**src/rtl/reg_write_arbiter_pkg.sv**
```systemverilog
// Shared types for the register-file write arbiter: basic register/data
// types plus the pipeline write-request struct and the grant encoding.
package reg_write_arbiter_pkg;

    // Basic types
    typedef logic [4:0]  RegAddr;
    typedef logic [31:0] BasicData;

    // Pipeline types
    typedef struct packed {
        logic     valid;
        RegAddr   addr;
        BasicData data;
    } wreq_t;

    typedef enum logic [1:0] {
        GRANT_NONE = 2'd0,
        GRANT_A    = 2'd1,
        GRANT_B    = 2'd2
    } grant_e;

endpackage

```
**src/rtl/reg_write_arb_grant.sv**
```systemverilog
// Combinational grant decision for the two write requesters. The caller
// chooses the tie-break through prefer_b: the starvation flag in fixed
// priority mode, the round-robin pointer otherwise.
module reg_write_arb_grant
    import reg_write_arbiter_pkg::*;
(
    input  logic   a_valid,
    input  logic   b_valid,
    input  logic   prefer_b,
    output grant_e grant
);

    // Lone requesters win outright; a tie goes to whoever prefer_b names
    always_comb begin
        grant = GRANT_NONE;
        if (a_valid && b_valid) begin
            grant = prefer_b ? GRANT_B : GRANT_A;
        end else if (a_valid) begin
            grant = GRANT_A;
        end else if (b_valid) begin
            grant = GRANT_B;
        end
    end

endmodule

```
**src/rtl/reg_write_arbiter.sv**
```systemverilog
// Register-file write-port arbiter between the writeback stage (A) and a
// long-latency unit (B). One granted write per cycle is registered onto the
// register-file port. Writes to register 0 are accepted but never strobed.
// Build option REG_WRITE_ARB_ROUND_ROBIN_EN: alternate ties between A and B
// instead of fixed A priority with a starvation limit.
module reg_write_arbiter
    import reg_write_arbiter_pkg::*;
#(
    parameter int STARVE_LIMIT = 4
) (
    input  logic       clk,
    input  logic       rst,
    input  logic       aValid,
    input  RegAddr     aAddr,
    input  BasicData   aData,
    output logic       aReady,
    input  logic       bValid,
    input  RegAddr     bAddr,
    input  BasicData   bData,
    output logic       bReady,
    output logic       wEnable,
    output RegAddr     wAddr,
    output BasicData   wData,
    output logic [3:0] starveCnt
);

    wreq_t      a_req;
    wreq_t      b_req;
    wreq_t      wr_q;
    grant_e     grant;
    logic       prefer_b;
    logic [3:0] starve_q;

    // Requests are masked during reset so nothing is granted while rst is high
    assign a_req = '{valid: aValid & ~rst, addr: aAddr, data: aData};
    assign b_req = '{valid: bValid & ~rst, addr: bAddr, data: bData};

    reg_write_arb_grant u_grant (
        .a_valid  (a_req.valid),
        .b_valid  (b_req.valid),
        .prefer_b (prefer_b),
        .grant    (grant)
    );

    assign aReady = (grant == GRANT_A);
    assign bReady = (grant == GRANT_B);

`ifdef REG_WRITE_ARB_ROUND_ROBIN_EN
    logic ptr_q;  // 1: B is preferred on the next tie

    assign prefer_b = ptr_q;
    assign starve_q = 4'd0;

    // Prefer the requester that was not granted most recently
    always_ff @(posedge clk) begin
        if (rst) begin
            ptr_q <= 1'b0;
        end else if (grant == GRANT_A) begin
            ptr_q <= 1'b1;
        end else if (grant == GRANT_B) begin
            ptr_q <= 1'b0;
        end
    end
`else
    localparam logic [3:0] LIMIT = 4'(STARVE_LIMIT);

    assign prefer_b = (starve_q == LIMIT);

    // Count A grants that made a waiting B lose; any B grant or idle B clears
    always_ff @(posedge clk) begin
        if (rst || grant == GRANT_B || !bValid) begin
            starve_q <= 4'd0;
        end else if (grant == GRANT_A && starve_q != LIMIT) begin
            starve_q <= starve_q + 4'd1;
        end
    end
`endif

    // Register the granted write; an idle cycle drops the strobe and holds addr/data
    always_ff @(posedge clk) begin
        if (rst) begin
            wr_q <= '0;
        end else begin
            case (grant)
                GRANT_A: wr_q <= '{valid: (a_req.addr != '0), addr: a_req.addr, data: a_req.data};
                GRANT_B: wr_q <= '{valid: (b_req.addr != '0), addr: b_req.addr, data: b_req.data};
                default: wr_q.valid <= 1'b0;
            endcase
        end
    end

    // Masking with rst kills a write still in flight when reset arrives
    assign wEnable   = wr_q.valid & ~rst;
    assign wAddr     = rst ? '0 : wr_q.addr;
    assign wData     = rst ? '0 : wr_q.data;
    assign starveCnt = rst ? 4'd0 : starve_q;

endmodule

```
**config.mk**
```make
export PLATFORM = sky130hd
export DESIGN_NAME = reg_write_arbiter
export DESIGN_NICKNAME = d
export VERILOG_FILES = /design/src/rtl/reg_write_arbiter_pkg.sv /design/src/rtl/reg_write_arb_grant.sv /design/src/rtl/reg_write_arbiter.sv
export SDC_FILE = /design/constraint.sdc
export NUM_CORES = 1
export LEC_CHECK = 0
export CORE_UTILIZATION = 24
export DETAILED_ROUTE_END_ITERATION = 8
export PLACE_DENSITY = 0.58
export SLEW_MARGIN = 5
export SYNTH_ARGS = -nofsm -noshare
export SYNTH_HDL_FRONTEND = slang
export SYNTH_SLANG_ARGS = --single-unit
```
**constraint.sdc**
```tcl
create_clock -name clk -period 1.7 [get_ports clk]
set_clock_uncertainty 0.1 [all_clocks]
set_input_delay 0.34 -clock clk [delete_from_list [all_inputs] [get_ports clk]]
set_output_delay 0.34 -clock clk [all_outputs]
set_load 0.01 [all_outputs]
```
### After elaboration in Yosys (flattened, before gate mapping)

Index checks and enable logic that the tools add are counted.

* register bits: 42
* output and inout port bits: 44
* logic and storage cells: 30

* $add $sub $neg: 1
* equality and inequality tests: 4
* multiplexer cells: 9
* bitwise logic cells: 4
* reductions and logical operators: 8

Operators with widths (number)
* $pmux 37 s2: 1
* $mux 32: 1
* $reduce_bool 5->1: 2
* $mux 2: 4
* $mux 5: 1
* $add 4x1->4 const B: 1
* $eq 4x3->1 const B: 1
* $mux 4: 1
* $ne 4x3->1 const B: 1
* $and 1x1->1: 3
* $eq 2x1->1 const B: 1
* $eq 2x2->1 const B: 1
* $logic_and 1x1->1: 2
* $logic_or 1x1->1: 2
* $pmux 1 s2: 1
* $reduce_bool 2->1: 1
* $logic_not 1->1: 1
* $not 1->1: 1

### Depth between registers and ports, before layout

* depth after elaboration: 8
* depth in mapped cells: 7

### Modules after synthesis

From an unflattened synthesis, not the netlist that was laid out.

* cells, all modules: 247
* area total of the unflattened synthesis: 2382.3 um^2

By module, submodules not included
* reg_write_arbiter: times used 1, cells an instance 244, area each 2363.5 um^2, seq. area each 840.8 um^2
* reg_write_arb_grant: times used 1, cells an instance 3, area each 18.8 um^2, seq. area each 0.0 um^2

### Worst setup path after synthesis

OpenSTA, ideal clock, no wires.

* kind: register -> output
* start point: reg starve_q[0]
* end point: out aReady
* arrival: 1.330 ns
* data required time: 1.260 ns
* slack: -0.070 ns
* cell stages (with the launch flop): 7
* buffers on the path: 2
* cell sequence: dfxtp_1 > inv_1 > ha_1 > and3b_1 > buf_4 > buf_4 > a21oi_1

* longest elaborated chain between the ends: 4

Ends and longest elaborated chain
* start, declared: line reg_write_arbiter.sv:32 `logic [3:0] starve_q;`
* start signal, assigned: line reg_write_arbiter.sv:74 `starve_q <= starve_q + 4'd1;`
* $eq 4x3->1: line reg_write_arbiter.sv:67 `assign prefer_b = (starve_q == LIMIT);`
* $mux 2: line reg_write_arb_grant.sv:17 `grant = prefer_b ? GRANT_B : GRANT_A;`
* $mux 2: line reg_write_arb_grant.sv:16 `if (a_valid && b_valid) begin`
* $eq 2x1->1: line reg_write_arbiter.sv:45 `assign aReady = (grant == GRANT_A);`
* end, declared: line reg_write_arbiter.sv:16 `output logic aReady,`

No other way between the ends.

### Worst setup path after layout

* start point: reg starve_q[1]
* end point: out aReady

Same word-level chain as after synthesis.

==> impl_metrics.json <==
{
  "clkPwrFrac_pct": 32.7,
  "drt_iter0_markers": 163,
  "vias_per_cell": 5.11,
  "numCtsBuffers": 5,
  "n_antenna_cell": 0,
  "tns_ns": -0.0572,
  "rr_worst_depth": 7,
  "core_region_area_um2": 12300,
  "antenna_left": 0,
  "cp-endpoint": "aReady",
  "relSlewSlack_pct": 60.6,
  "clk_pin_slew_ns": 0.06,
  "crit_fanout": 2,
  "worst_slew_pin_slew_ns": 0.591,
  "fp.dieW_um": 115,
  "powerDensity_nw_per_um2": 555,
  "maxCapViolations": 0,
  "synth.distinct_cells": 30,
  "final_nets": 580,
  "initial_core_util_pct": 25.1,
  "seqPwrFrac_pct": 38.3,
  "layout_commonest_cell": "clkdlybuf4s50_1",
  "pin_count": 122,
  "cp.required_ns": 1.26,
  "power_leakage_nw": 1.83,
  "mostFrequentLayoutCells": "clkdlybuf4s50_1, nor2b_1, nor3_1, dlygate4sd2_1, dfxtp_1",
  "syn_nets": 454,
  "die_h_um": 115,
  "hold_buffers": 0,
  "fin_crit_sh_pct": 102,
  "fmax_mhz": 578,
  "cts_max_path_buffers": 2,
  "avgSynthCellArea_um2": 8.23,
  "synth.area.top_cells": "dfxtp_1, nor2b_1, nor3_1, nor4_2, a211oi_1",
  "crit_start": "starve_q[1]",
  "finalSetupViolCount": 4,
  "ys_seq_elements": 42,
  "final_util_pct": 41.8,
  "numPortBuffers": 121,
  "num-fill-cells": 1225,
  "routed_wl_um": 11700,
  "route.detailed.drc": 0,
  "reg2reg_to": "starve_q[3]",
  "num_vias": 3411,
  "fin_crit_ns": 1.73,
  "r2r_start": "starve_q[1]",
  "clock-sinks": 42,
  "drv_slew": 0,
  "p_switching_w": 0.000806,
  "yosysTopAreaCell": "dfxtp_1",
  "setup.worst_path.start_class": "flop",
  "gp_congestion": 0.736,
  "crit_arrival_ns": 1.29,
  "hold_violations": 0,
  "grt_setup_unrepaired": "true",
  "antenna_found_initial": 0,
  "dp_cells": 649,
  "final_cell_count_no_fill": 668,
  "seq_area_um2": 843,
  "power.internal_w": 0.00204,
  "dp_hpwl_um": 6990,
  "violations": "setup timing",
  "drt_first_pass_iters": 6,
  "clk-insertion-delay-late_ns": 0.29,
  "cts_root_buf": "clkbuf_16",
  "rows": 40,
  "yosys_warnings": 0,
  "hp-class": "reg2reg",
  "worstSetupEndpointType": "primary output",
  "cts_tree": "yes",
  "swShare_pct": 28.3,
  "grtUsageTotal_pct": 17.9,
  "rrSetupSlack_ns": -0.02,
  "area_growth_pct": 66.8,
  "grt_pass1_vias": 3435,
  "drive_above_1_share_pct": 26.6,
  "dieArea_um2": 13300,
  "grt_start_max_net_pins": 40,
  "syn_area_um2": 3080,
  "yosysSeqAreaShare_pct": 27.3,
  "wl_per_cell_um": 17.6,
  "synth_cells": 374,
  "worst-setup-path-type": "reg2out",
  "multi_input_area_um2": 2320,
  "hp-start": "starve_q[0]",
  "combPwrFrac_pct": 29.0,
  "vdd_drop_max_mv": 0.279,
  "grt_overflow": 0,
  "grt_pass1_wl_um": 18000,
  "htree_levels": 2,
  "synth.top_cell.area_share_pct": 27.3,
  "run_status": "finished with violations",
  "worst_slack_ns": -0.0313
}
## cells in the mapped netlist (all sizes together)
master and instances:
buf 22, nor2b 71, or4 1, nand3 1, or3b 1, and3b 1, nor4 31, o221ai 1
xor2 1, nand2b 3, ha 2, xnor2 1, a21oi 3, nor3 75, nor4b 6, mux2i 6
a211oi 31, o21ai 12, nor2 7, dfxtp 42, inv 4, nand3b 1, a221o 1, o21bai 31
clkbuf 19
## power by group through the flow
stage	registers (W)	clock network, W	logic, W
6_report	0.00109	0.000929	0.000826
3_3_place_gp	0.00111	0	0.000780
5_1_grt	0.00110	0.00100	0.000890
4_1_cts	0.00109	0.000972	0.000798
2_1_floorplan	0.00110	0	0.000396
3_5_place_dp	0.00111	0	0.000794
## cell families after synthesis
kind of cell	count (synthesis)	share of synthesized area, %
AO/OA/AOI/OAI	79	18.2
multiplexers	6	1.95
flip-flops	42	27.3
AND/OR/NAND/NOR	198	43.4
buffers and inverters	45	7.73
adder cells (fa/ha/maj)	2	0.813
XOR/XNOR	2	0.569
## layout make-up
class	instances	share of cell area (%)
Multi-Input combinational cell	287	45.2
Timing Repair Buffer	160	31.4
Sequential cell	42	16.4
Tap cell	168	4.10
Clock buffer	7	2.58
Inverter	4	0.293
## timing repair
action / CTS / global route
pin swaps: 22 / 17
gates resized for setup: 113 / 26
cloned: 5 / 0
setup buffers: 10 / 1
endpoints found under the setup margin: 85 / 44
## worst min-delay path by stage
stage                       end  cells past startpoint  slack (ns)
finish              starve_q[0]                      2        0.42
global route        starve_q[0]                      2        0.44
global placement    starve_q[0]                      2        0.39
CTS                 starve_q[0]                      2        0.42
detailed placement  starve_q[0]                      2        0.40
floorplan           starve_q[0]                      1        0.30
## metrics by stage
stage	cell area (um2)	power (W)	hold slack, ns	setup slack, ns
after detailed placement	4500	0.00190	0.404	-0.236
final	5130	0.00285	0.424	-0.0313
after floorplan	3090	0.00149	0.304	0.0305
after CTS	5070	0.00286	0.420	-0.108
after global routing	5130	0.00299	0.436	-0.0771
after global placement	4500	0.00189	0.391	-0.218
## per-layer routing
layer / global-route usage, % / vias to the layer above / part of all wire (%)
li1: - / 1625 / -
met3: 3.27 / 12 / 5.3
met2: 31.2 / 105 / 50
met5: 0 / - / 0
met4: 5.89 / 0 / 1.2
met1: 22.0 / 1669 / 43
## critical path, stage by stage, from the launching register on
cell and delay, ns:
dfxtp_2 0.33, inv_2 0.05, ha_4 0.15, and3b_2 0.22
a21oi_4 0.14, buf_6 0.12
## flip-flops by register name (all words and copies together), names as in the netlist
register,count
starve_q,4
wr_q,38
Note: power is estimated with default switching activity, not from simulation.
